`src/rtl/rt_line_seq_ctrl.sv`:
```
// Four-track racetrack line (data, mask, program, LiM) with shift alignment controller and req/rsp handshake.
// Optional statistics counters enabled by defining RT_LINE_STATS_EN.
module rt_line_seq_ctrl #(
  parameter int NB        = 32,
  parameter int NP        = 8,
  parameter int SHIFT_LAT = 1,
  localparam int NSP      = NB / NP,
  localparam int NOV      = NSP - 1,
  localparam int L        = NB + NOV,
  localparam int OW       = $clog2(NSP)
) (
  input  logic          clk_i,
  input  logic          rst_i,
  input  logic          req_valid_i,
  output logic          req_ready_o,
  input  logic [1:0]    req_op_i,
  input  logic [OW-1:0] req_offset_i,
  input  logic [NP-1:0] wdata_i,
  input  logic [NP-1:0] wmask_i,
  input  logic [NP-1:0] wprog_i,
  input  logic [NP-1:0] wen_i,
  output logic          rsp_valid_o,
  input  logic          rsp_ready_i,
  output logic [NP-1:0] rsp_data_o,
  output logic [NP-1:0] rsp_mask_o,
  output logic [NP-1:0] rsp_prog_o,
  output logic [NP-1:0] rsp_lim_o,
  output logic [OW-1:0] pos_o
`ifdef RT_LINE_STATS_EN
  ,
  output logic [31:0]   shift_cnt_o,
  output logic [31:0]   access_cnt_o
`endif
);

  localparam int SCW = (SHIFT_LAT > 1) ? $clog2(SHIFT_LAT) : 1;

  typedef enum logic [1:0] {
    OP_READ  = 2'b00,
    OP_WRITE = 2'b01,
    OP_LIM   = 2'b10,
    OP_HOME  = 2'b11
  } op_t;

  typedef enum logic [1:0] {
    S_IDLE,
    S_ALIGN,
    S_ACCESS,
    S_RESP
  } state_t;

  state_t state_q, state_nxt;

  op_t           op_q;
  logic [OW-1:0] tgt_q;
  logic [OW-1:0] pos_q;
  logic [SCW-1:0] step_q;
  logic [NP-1:0] wdata_q, wmask_q, wprog_q, wen_q;

  logic [L-1:0]  data_q, mask_q, prog_q, lim_q;
  logic [L-1:0]  data_acc, mask_acc, prog_acc, lim_acc;
  logic [NP-1:0] rsp_data_n, rsp_mask_n, rsp_prog_n, rsp_lim_n;

  logic          accept;
  logic [OW-1:0] tgt_in;
  logic          shift_en;
  logic          shift_back;
  logic [OW-1:0] pos_step;

  assign accept     = req_valid_i && (state_q == S_IDLE);
  assign tgt_in     = (op_t'(req_op_i) == OP_HOME) ? '0 : req_offset_i;
  assign shift_back = (pos_q < tgt_q);
  assign pos_step   = shift_back ? pos_q + 1'b1 : pos_q - 1'b1;
  assign pos_o      = pos_q;

  always_ff @(posedge clk_i) begin
    if (rst_i) state_q <= S_IDLE;
    else       state_q <= state_nxt;
  end

  always_comb begin
    state_nxt   = state_q;
    req_ready_o = 1'b0;
    rsp_valid_o = 1'b0;
    shift_en    = 1'b0;
    case (state_q)
      S_IDLE: begin
        req_ready_o = 1'b1;
        if (req_valid_i) state_nxt = (pos_q != tgt_in) ? S_ALIGN : S_ACCESS;
      end
      S_ALIGN: begin
        shift_en = (step_q == SCW'(SHIFT_LAT - 1));
        if (shift_en && (pos_step == tgt_q)) state_nxt = S_ACCESS;
      end
      S_ACCESS: state_nxt = S_RESP;
      S_RESP: begin
        rsp_valid_o = 1'b1;
        if (rsp_ready_i) state_nxt = S_IDLE;
      end
      default: state_nxt = S_IDLE;
    endcase
  end

  // Post-access track image; the response is taken from it so a write is visible in its own reply.
  always_comb begin
    data_acc = data_q;
    mask_acc = mask_q;
    prog_acc = prog_q;
    lim_acc  = lim_q;
    case (op_q)
      OP_WRITE: begin
        for (int p = 0; p < NP; p++) begin
          if (wen_q[p]) begin
            data_acc[p*NSP+NOV] = wdata_q[p];
            mask_acc[p*NSP+NOV] = wmask_q[p];
            prog_acc[p*NSP+NOV] = wprog_q[p];
          end
        end
      end
      OP_LIM:  lim_acc = (prog_q & ~(data_q | mask_q)) | (~prog_q & ~(data_q & mask_q));
      default: ;
    endcase
    for (int p = 0; p < NP; p++) begin
      rsp_data_n[p] = data_acc[p*NSP+NOV];
      rsp_mask_n[p] = mask_acc[p*NSP+NOV];
      rsp_prog_n[p] = prog_acc[p*NSP+NOV];
      rsp_lim_n[p]  = lim_acc[p*NSP+NOV];
    end
  end

  always_ff @(posedge clk_i) begin
    if (rst_i) begin
      op_q       <= OP_READ;
      tgt_q      <= '0;
      pos_q      <= '0;
      step_q     <= '0;
      wdata_q    <= '0;
      wmask_q    <= '0;
      wprog_q    <= '0;
      wen_q      <= '0;
      data_q     <= '0;
      mask_q     <= '0;
      prog_q     <= '0;
      lim_q      <= '0;
      rsp_data_o <= '0;
      rsp_mask_o <= '0;
      rsp_prog_o <= '0;
      rsp_lim_o  <= '0;
    end else begin
      if (accept) begin
        op_q    <= op_t'(req_op_i);
        tgt_q   <= tgt_in;
        wdata_q <= wdata_i;
        wmask_q <= wmask_i;
        wprog_q <= wprog_i;
        wen_q   <= wen_i;
        step_q  <= '0;
      end
      if (state_q == S_ALIGN) begin
        if (shift_en) begin
          // Moving toward higher pos pulls cells down; the vacated end fills with zero.
          step_q <= '0;
          pos_q  <= pos_step;
          data_q <= shift_back ? (data_q >> 1) : (data_q << 1);
          mask_q <= shift_back ? (mask_q >> 1) : (mask_q << 1);
          prog_q <= shift_back ? (prog_q >> 1) : (prog_q << 1);
          lim_q  <= shift_back ? (lim_q  >> 1) : (lim_q  << 1);
        end else begin
          step_q <= step_q + 1'b1;
        end
      end
      if (state_q == S_ACCESS) begin
        data_q     <= data_acc;
        mask_q     <= mask_acc;
        prog_q     <= prog_acc;
        lim_q      <= lim_acc;
        rsp_data_o <= rsp_data_n;
        rsp_mask_o <= rsp_mask_n;
        rsp_prog_o <= rsp_prog_n;
        rsp_lim_o  <= rsp_lim_n;
      end
    end
  end

`ifdef RT_LINE_STATS_EN
  always_ff @(posedge clk_i) begin
    if (rst_i) begin
      shift_cnt_o  <= '0;
      access_cnt_o <= '0;
    end else begin
      if (shift_en && (shift_cnt_o != 32'hFFFF_FFFF)) shift_cnt_o <= shift_cnt_o + 32'd1;
      if ((state_q == S_ACCESS) && (access_cnt_o != 32'hFFFF_FFFF)) access_cnt_o <= access_cnt_o + 32'd1;
    end
  end
`endif

endmodule
```
`config.mk`:
```
export PLATFORM = sky130hd
export DESIGN_NAME = rt_line_seq_ctrl
export DESIGN_NICKNAME = d
export VERILOG_FILES = /design/src/rtl/rt_line_seq_ctrl.sv
export SDC_FILE = /design/constraint.sdc
export NUM_CORES = 1
export LEC_CHECK = 0
export CORE_MARGIN = 8
export CORE_UTILIZATION = 40
export CTS_CLUSTER_SIZE = 16
export DETAILED_ROUTE_END_ITERATION = 16
export GPL_ROUTABILITY_DRIVEN = 0
export GPL_TIMING_DRIVEN = 0
export PLACE_DENSITY = 0.56
export SLEW_MARGIN = 20
export SYNTH_ARGS = -nofsm -noshare
export SYNTH_HDL_FRONTEND = slang
export SYNTH_SLANG_ARGS = --single-unit
```
`constraint.sdc`:
```
create_clock -name clk_i -period 1.8 [get_ports clk_i]
set_clock_uncertainty 0.1 [all_clocks]
set_input_delay 0.45 -clock clk_i [delete_from_list [all_inputs] [get_ports clk_i]]
set_output_delay 0.45 -clock clk_i [all_outputs]
set_load 0.01 [all_outputs]
```
Word-level counts from Yosys, hierarchy flattened

Index checks and enable logic that the tools add are counted.
W data, S select, Z words.

Memories kept: 0
Bits in read-only memories: 0
Output and inout bits: 36
Flip-flop bits (word level): 213
Logic and storage cells: 136
Bits in writable memories: 0
Latch bits: 0
Bits of input ports: 40

$lt $le $gt $ge: 1
Shift operators: 0
Div/mod/pow operators: 0
Bitwise logic cells: 10
Reductions and logical operators: 11
Equality and inequality tests: 12
$mul: 0
Multiplexer cells: 78
Add/sub/neg operators: 3

Operators by type and width:

| operator              | count |
|---|---|
| $mux W32              | 9 |
| $mux W35              | 8 |
| $and A35 B35 Y35      | 3 |
| $not A35 Y35          | 3 |
| $or A35 B35 Y35       | 2 |
| $mux W1               | 54 |
| $mux W2               | 6 |
| $reduce_and A3 Y1     | 3 |
| $eq A2 B2 Y1 const B  | 4 |
| $pmux W2 S4           | 1 |
| $ne A2 B2 Y1 const B  | 3 |
| $reduce_bool A2 Y1    | 3 |
| $eq A2 B1 Y1 const B  | 2 |
| $reduce_and A2 Y1     | 2 |
| $add A2 B1 Y2 const B | 1 |
| $eq A2 B2 Y1          | 1 |
| $logic_and A1 B1 Y1   | 2 |
| $logic_not A2 Y1      | 1 |
| $lt A2 B2 Y1          | 1 |
| $ne A2 B1 Y1 const B  | 1 |
| $ne A2 B2 Y1          | 1 |
| $not A1 Y1            | 2 |
| $sub A2 B1 Y2 const B | 1 |
| $add A1 B1 Y1 const B | 1 |

Logic depth before layout (Yosys ltp)

Depth in word-level cells: 6
Gate-level depth with buffers: 9
Mapped depth without buffers: 7

Least setup slack after synthesis

OpenSTA, ideal clock, no wires.

Path type: register to register
Start: register pos_q[1], in the netlist pos_o[1]
End: register lim_q[15]
Stages on the path, launching flop included: 9
Arrival time: 1.815 ns
Setup time: 0.132 ns
Slack: -0.248 ns
Path through: dfxtp_1 > ha_1 > nand2b_4 > and2_1 > buf_4 > buf_6 > mux2_2 > o211ai_1 > a21oi_1

Word-level cells in the longest chain between the ends: 5

RTL lines:

| element                | RTL line | RTL |
|---|---|---|
| start, declared        | 56       | `logic [OW-1:0] pos_q;` |
| start signal, assigned | 163      | `pos_q <= pos_step;` |
| $lt A2 B2 Y1           | 72       | `assign shift_back = (pos_q < tgt_q);` |
| $mux W35               | 167      | `lim_q <= shift_back ? (lim_q >> 1) : (lim_q << 1);` |
| $mux W35               | 160      | `if (shift_en) begin` |
| $mux W35               | 159      | `if (state_q == S_ALIGN) begin` |
| $mux W35               | 172      | `if (state_q == S_ACCESS) begin` |
| end signal, assigned   | 167      |  |
| end signal, assigned   | 176      | `lim_q <= lim_acc;` |
| end, declared          | 60       | `logic [L-1:0] data_q, mask_q, prog_q, lim_q;` |

No other way between the ends. The select of a mux whose other input is x is not followed.
A chain may end at the register's enable or synchronous reset.

Worst setup path in the final report

Start: register pos_q[1], in the netlist pos_o[1]
End: register data_q[15]

Word-level cells in the longest chain between the ends: 5

RTL lines:

| element              | RTL line | RTL |
|---|---|---|
| $lt A2 B2 Y1         | 72       |  |
| $mux W35             | 164      | `data_q <= shift_back ? (data_q >> 1) : (data_q << 1);` |
| $mux W32             | 160      |  |
| $mux W32             | 159      |  |
| $mux W32             | 172      |  |
| end signal, assigned | 164      |  |
| end signal, assigned | 173      | `data_q <= data_acc;` |
| end, declared        | 60       |  |

No other way between the ends. The select of a mux whose other input is x is not followed.

==> run_summary.xml <==
<?xml version="1.0" encoding="UTF-8"?>
<metrics>
  <group name="final_layout">
    <metric name="fin_nets" unit="">1359</metric>
    <metric name="final_core_utilization" unit="%">56.2</metric>
    <metric name="layout-area-overhead-vs-synth" unit="%">39.0</metric>
    <metric name="drive_gt1_share" unit="%">26.9</metric>
    <metric name="diodes" unit="">0</metric>
    <metric name="regArea" unit="um2">4280</metric>
    <metric name="instances_no_fill" unit="">1662</metric>
    <metric name="filler_cell_count" unit="">2292</metric>
    <metric name="multi_input_area" unit="um2">6440</metric>
  </group>
  <group name="timing">
    <metric name="worst_hold_slack" unit="ns">0.356</metric>
    <metric name="timing.final.setup_violations" unit="">125</metric>
    <metric name="finalMaxSlewViolations" unit="">0</metric>
    <metric name="count_of_final_hold_check_violations" unit="">0</metric>
    <metric name="slew_margin_rel" unit="%">46.4</metric>
    <metric name="worst_pin_slew" unit="ns">0.804</metric>
    <metric name="max_freq" unit="MHz">497</metric>
    <metric name="timing.final.crit_period" unit="ns">2.01</metric>
    <metric name="timing.final.ws_setup" unit="ns">-0.211</metric>
    <metric name="final.period_utilization" unit="%">112</metric>
    <metric name="rsz0062_at_grt" unit="">true</metric>
  </group>
  <group name="worst_setup_path">
    <metric name="delay_contributed_by_the_slowest_stage_of_the_critical_path" unit="ns">0.35</metric>
    <metric name="worst-path-max-fanout" unit="">10</metric>
    <metric name="critical_path.startpoint_type" unit="">flip-flop</metric>
    <metric name="cp-startpoint" unit="">pos_o[1]</metric>
    <metric name="worstPathRequired" unit="ns">2.12</metric>
    <metric name="r2r_start" unit="">pos_o[1]</metric>
    <metric name="critical_path_class" unit="">reg2reg</metric>
    <metric name="critical_path.slowest_cell" unit="">sky130_fd_sc_hd__dfxtp_4</metric>
    <metric name="worstPathArrival" unit="ns">2.33</metric>
    <metric name="crit_chain" unit="">ha_4 -&gt; nand2b_4 -&gt; and2_4 -&gt; buf_12 -&gt; mux2i_4 -&gt; o221ai_2 -&gt; o211a_1</metric>
    <metric name="setup.worst_path.end_class" unit="">flip-flop</metric>
  </group>
  <group name="synthesis">
    <metric name="synthCells" unit="">1179</metric>
    <metric name="ys_dominant_reg_cell" unit="">sky130_fd_sc_hd__dfxtp_1</metric>
    <metric name="warning_count_from_the_yosys_run" unit="">0</metric>
    <metric name="mappedNetlistNets" unit="">1225</metric>
    <metric name="synth_edf_count" unit="">0</metric>
    <metric name="syn-cell-area" unit="um2">10100</metric>
    <metric name="synth_seq_cells" unit="">213</metric>
    <metric name="ys_seq_area_share" unit="%">42.1</metric>
    <metric name="synth_area_per_cell" unit="um2">8.59</metric>
    <metric name="asyncSetResetFlopFracSynth" unit="%">0</metric>
    <metric name="synth_cell_type_count" unit="">51</metric>
  </group>
  <group name="drt">
    <metric name="drc_errors" unit="">0</metric>
    <metric name="post_drt_wl_per_cell" unit="um">23.4</metric>
    <metric name="detailedRoute.firstPassIterationCount" unit="">5</metric>
    <metric name="drt-total-wl" unit="um">38900</metric>
    <metric name="via_per_inst" unit="">5.93</metric>
    <metric name="detail-route-antenna-nets" unit="">0</metric>
    <metric name="drt_first_iter_violations" unit="">636</metric>
    <metric name="vias" unit="">9863</metric>
  </group>
  <group name="pwr">
    <metric name="power.density_cell_area" unit="nW/um2">2070</metric>
    <metric name="leakagePower" unit="nW">5.86</metric>
    <metric name="peakVddDrop" unit="uV">927</metric>
  </group>
  <group name="global_route">
    <metric name="pin_count_of_the_biggest_net_entering_global_routing" unit="">15</metric>
    <metric name="number_of_global_route_vias_before_repair" unit="">9715</metric>
    <metric name="gr-usage-all-layers" unit="%">24.4</metric>
    <metric name="grt_pass1_wl" unit="um">58500</metric>
    <metric name="overflow" unit="">0</metric>
    <metric name="grt_antenna_before_repair" unit="">0</metric>
  </group>
  <group name="die">
    <metric name="pin_count" unit="">76</metric>
    <metric name="chipHeight" unit="um">175</metric>
    <metric name="floorplan.initialDensity" unit="%">40.5</metric>
    <metric name="design.core.area" unit="um2">25000</metric>
    <metric name="die_width" unit="um">175</metric>
    <metric name="row_count" unit="">58</metric>
    <metric name="die_area" unit="um2">30700</metric>
  </group>
  <group name="clock_tree">
    <metric name="cts_buffers" unit="">25</metric>
    <metric name="ctsHoldBuffers" unit="">0</metric>
    <metric name="clock_tree_from_tritoncts" unit="">yes</metric>
    <metric name="cts-root-buf" unit="">sky130_fd_sc_hd__clkbuf_16</metric>
    <metric name="clk_transition_reported_paths" unit="ns">0.06</metric>
    <metric name="htree_num_levels" unit="">1</metric>
    <metric name="tritoncts_num_sinks" unit="">213</metric>
    <metric name="clock_latency" unit="ns">0.54</metric>
    <metric name="cts-root-to-sink-buffers" unit="">3</metric>
  </group>
  <group name="outcome">
    <metric name="failed_checks" unit="">setup timing</metric>
    <metric name="status" unit="">complete, but fails checks</metric>
  </group>
  <group name="place">
    <metric name="placedCellCount" unit="">1584</metric>
    <metric name="numPortBuffers" unit="">75</metric>
    <metric name="dpl.hpwl" unit="um">27500</metric>
  </group>
  <group name="run">
    <metric name="max-cap-violations" unit="">0</metric>
  </group>
  <group name="min_path">
    <metric name="hold_path_startpoint" unit="">wen_q[2]</metric>
    <metric name="hold_class" unit="">reg2reg</metric>
  </group>
</metrics>
path summary, 6_finish.rpt:
path,end,slack (ns),depth (start not counted)
min reg2reg,wen_q[2],0.36,2
max reg2reg,data_q[15],-0.21,7
min,wen_q[2],0.36,2
max,data_q[15],-0.21,7
cells in the final DEF, fill, tap and decap left out, drive strengths merged, types with 8 or more instances in the layout:
cell type	netlist	layout
dlygate4sd2	0	34
o211ai	8	8
nand3b	8	8
o22ai	25	25
clkbuf	63	91
a311oi	75	75
nor2	135	135
buf	40	81
mux2	8	8
nand2	238	238
a211oi	24	24
nand3	9	9
dfxtp	213	213
o221ai	24	24
clkdlybuf4s50	0	39
a221o	8	8
a21oi	86	86
inv	8	9
nor3	26	26
o211a	57	57
mux2i	73	73
o21ai	9	9
routing by layer:
layer / share of wire, % / vias up / global-route usage, % / wire [um]
met5: 0 / - / 0 / 0
met4: 3.7 / 0 / 10.1 / 1430
met3: 6.6 / 84 / 4.06 / 2550
met2: 47 / 389 / 39.9 / 18200
met1: 43 / 4802 / 31.5 / 16700
li1: - / 4588 / - / -
stage by stage:
stage | power (mW) | cell area, um2 | setup slack [ns] | TNS (ns)
floorplan | 14.8 | 10200 | -0.0422 | -0.152
global placement | 18.6 | 11300 | -0.859 | -120.98
detailed placement | 18.8 | 11300 | -0.845 | -125.29
CTS | 27.6 | 13400 | -0.227 | -17.22
global route | 30.5 | 14100 | -0.280 | -19.82
finish | 29.1 | 14100 | -0.211 | -11.32
where the power goes:
group | internal [mW] | leakage (nW) | switching, mW
logic | 6.73 | 3.67 | 8.53
registers | 6.25 | 1.75 | 2.16
clock network | 3.30 | 0.442 | 2.10
total | 16.3 | 5.86 | 12.8
synthesized netlist by cell type (all sizes together) (3+ instances only):
library cell	number	area, um2
ha	6	75.1
inv	8	30.0
a221o	8	80.1
nor2	135	507
a21oi	86	430
xnor2	4	35.0
o211a	57	571
nand2b	5	46.3
dfxtp	213	4260
o211ai	8	60.1
o221ai	24	210
nor3	26	255
nand3	9	45.0
o22ai	25	156
buf	40	262
mux2i	73	731
mux2	8	90.1
nand3b	8	60.1
a31oi	3	18.8
o21ai	9	45.0
a211oi	24	180
clkbuf	63	236
nand2	238	901
a311oi	75	657
registers in the layout (all words and copies together) (netlist names), 8 cells and up:
register,cells
data_q,35
lim_q,35
mask_q,35
prog_q,35
rsp_data_o,8
rsp_lim_o,8
rsp_mask_o,8
rsp_prog_o,8
wdata_q,8
wen_q,8
wmask_q,8
wprog_q,8
kinds of logic (layout without fill, tap and decap cells):
family / count (synthesis) / after routing / share of synthesized area [%]
muxes: 81 / 81 / 8.10
xor gates and xnor gates: 4 / 4 / 0.346
and+or+nand+nor: 433 / 433 / 18.7
buffers and inverters: 111 / 264 / 5.21
DFF: 213 / 213 / 42.1
adders and majority gates: 8 / 8 / 0.938
AOI/OAI and AO/OA: 329 / 329 / 24.6
area by class of cell:
class                           instances  area share (%)
Inverter                                8           0.338
Timing Repair Buffer                  114            8.98
Multi-Input combinational cell        855            45.7
Clock inverter                         11           0.951
Tap cell                              330            2.93
Buffer                                 96            5.39
Clock buffer                           35            5.28
Sequential cell                       213            30.4
worst max-delay path, delay by kind of cell (launching register included):
kind,cells,cell delay [ns]
and+or+nand+nor,2,0.33
buffers and inverters,1,0.24
AOI/OAI and AO/OA,2,0.27
adders and majority gates,1,0.24
muxes,1,0.33
DFF,1,0.35
timing repair:
action                                  in CTS  in global routing
gates resized for setup                    267                187
pin swaps                                   33                 71
endpoints found under the setup margin     248                176
gates cloned                                 8                  2
buffers inserted                            25                  9
Power figures use the tool's default switching activity.
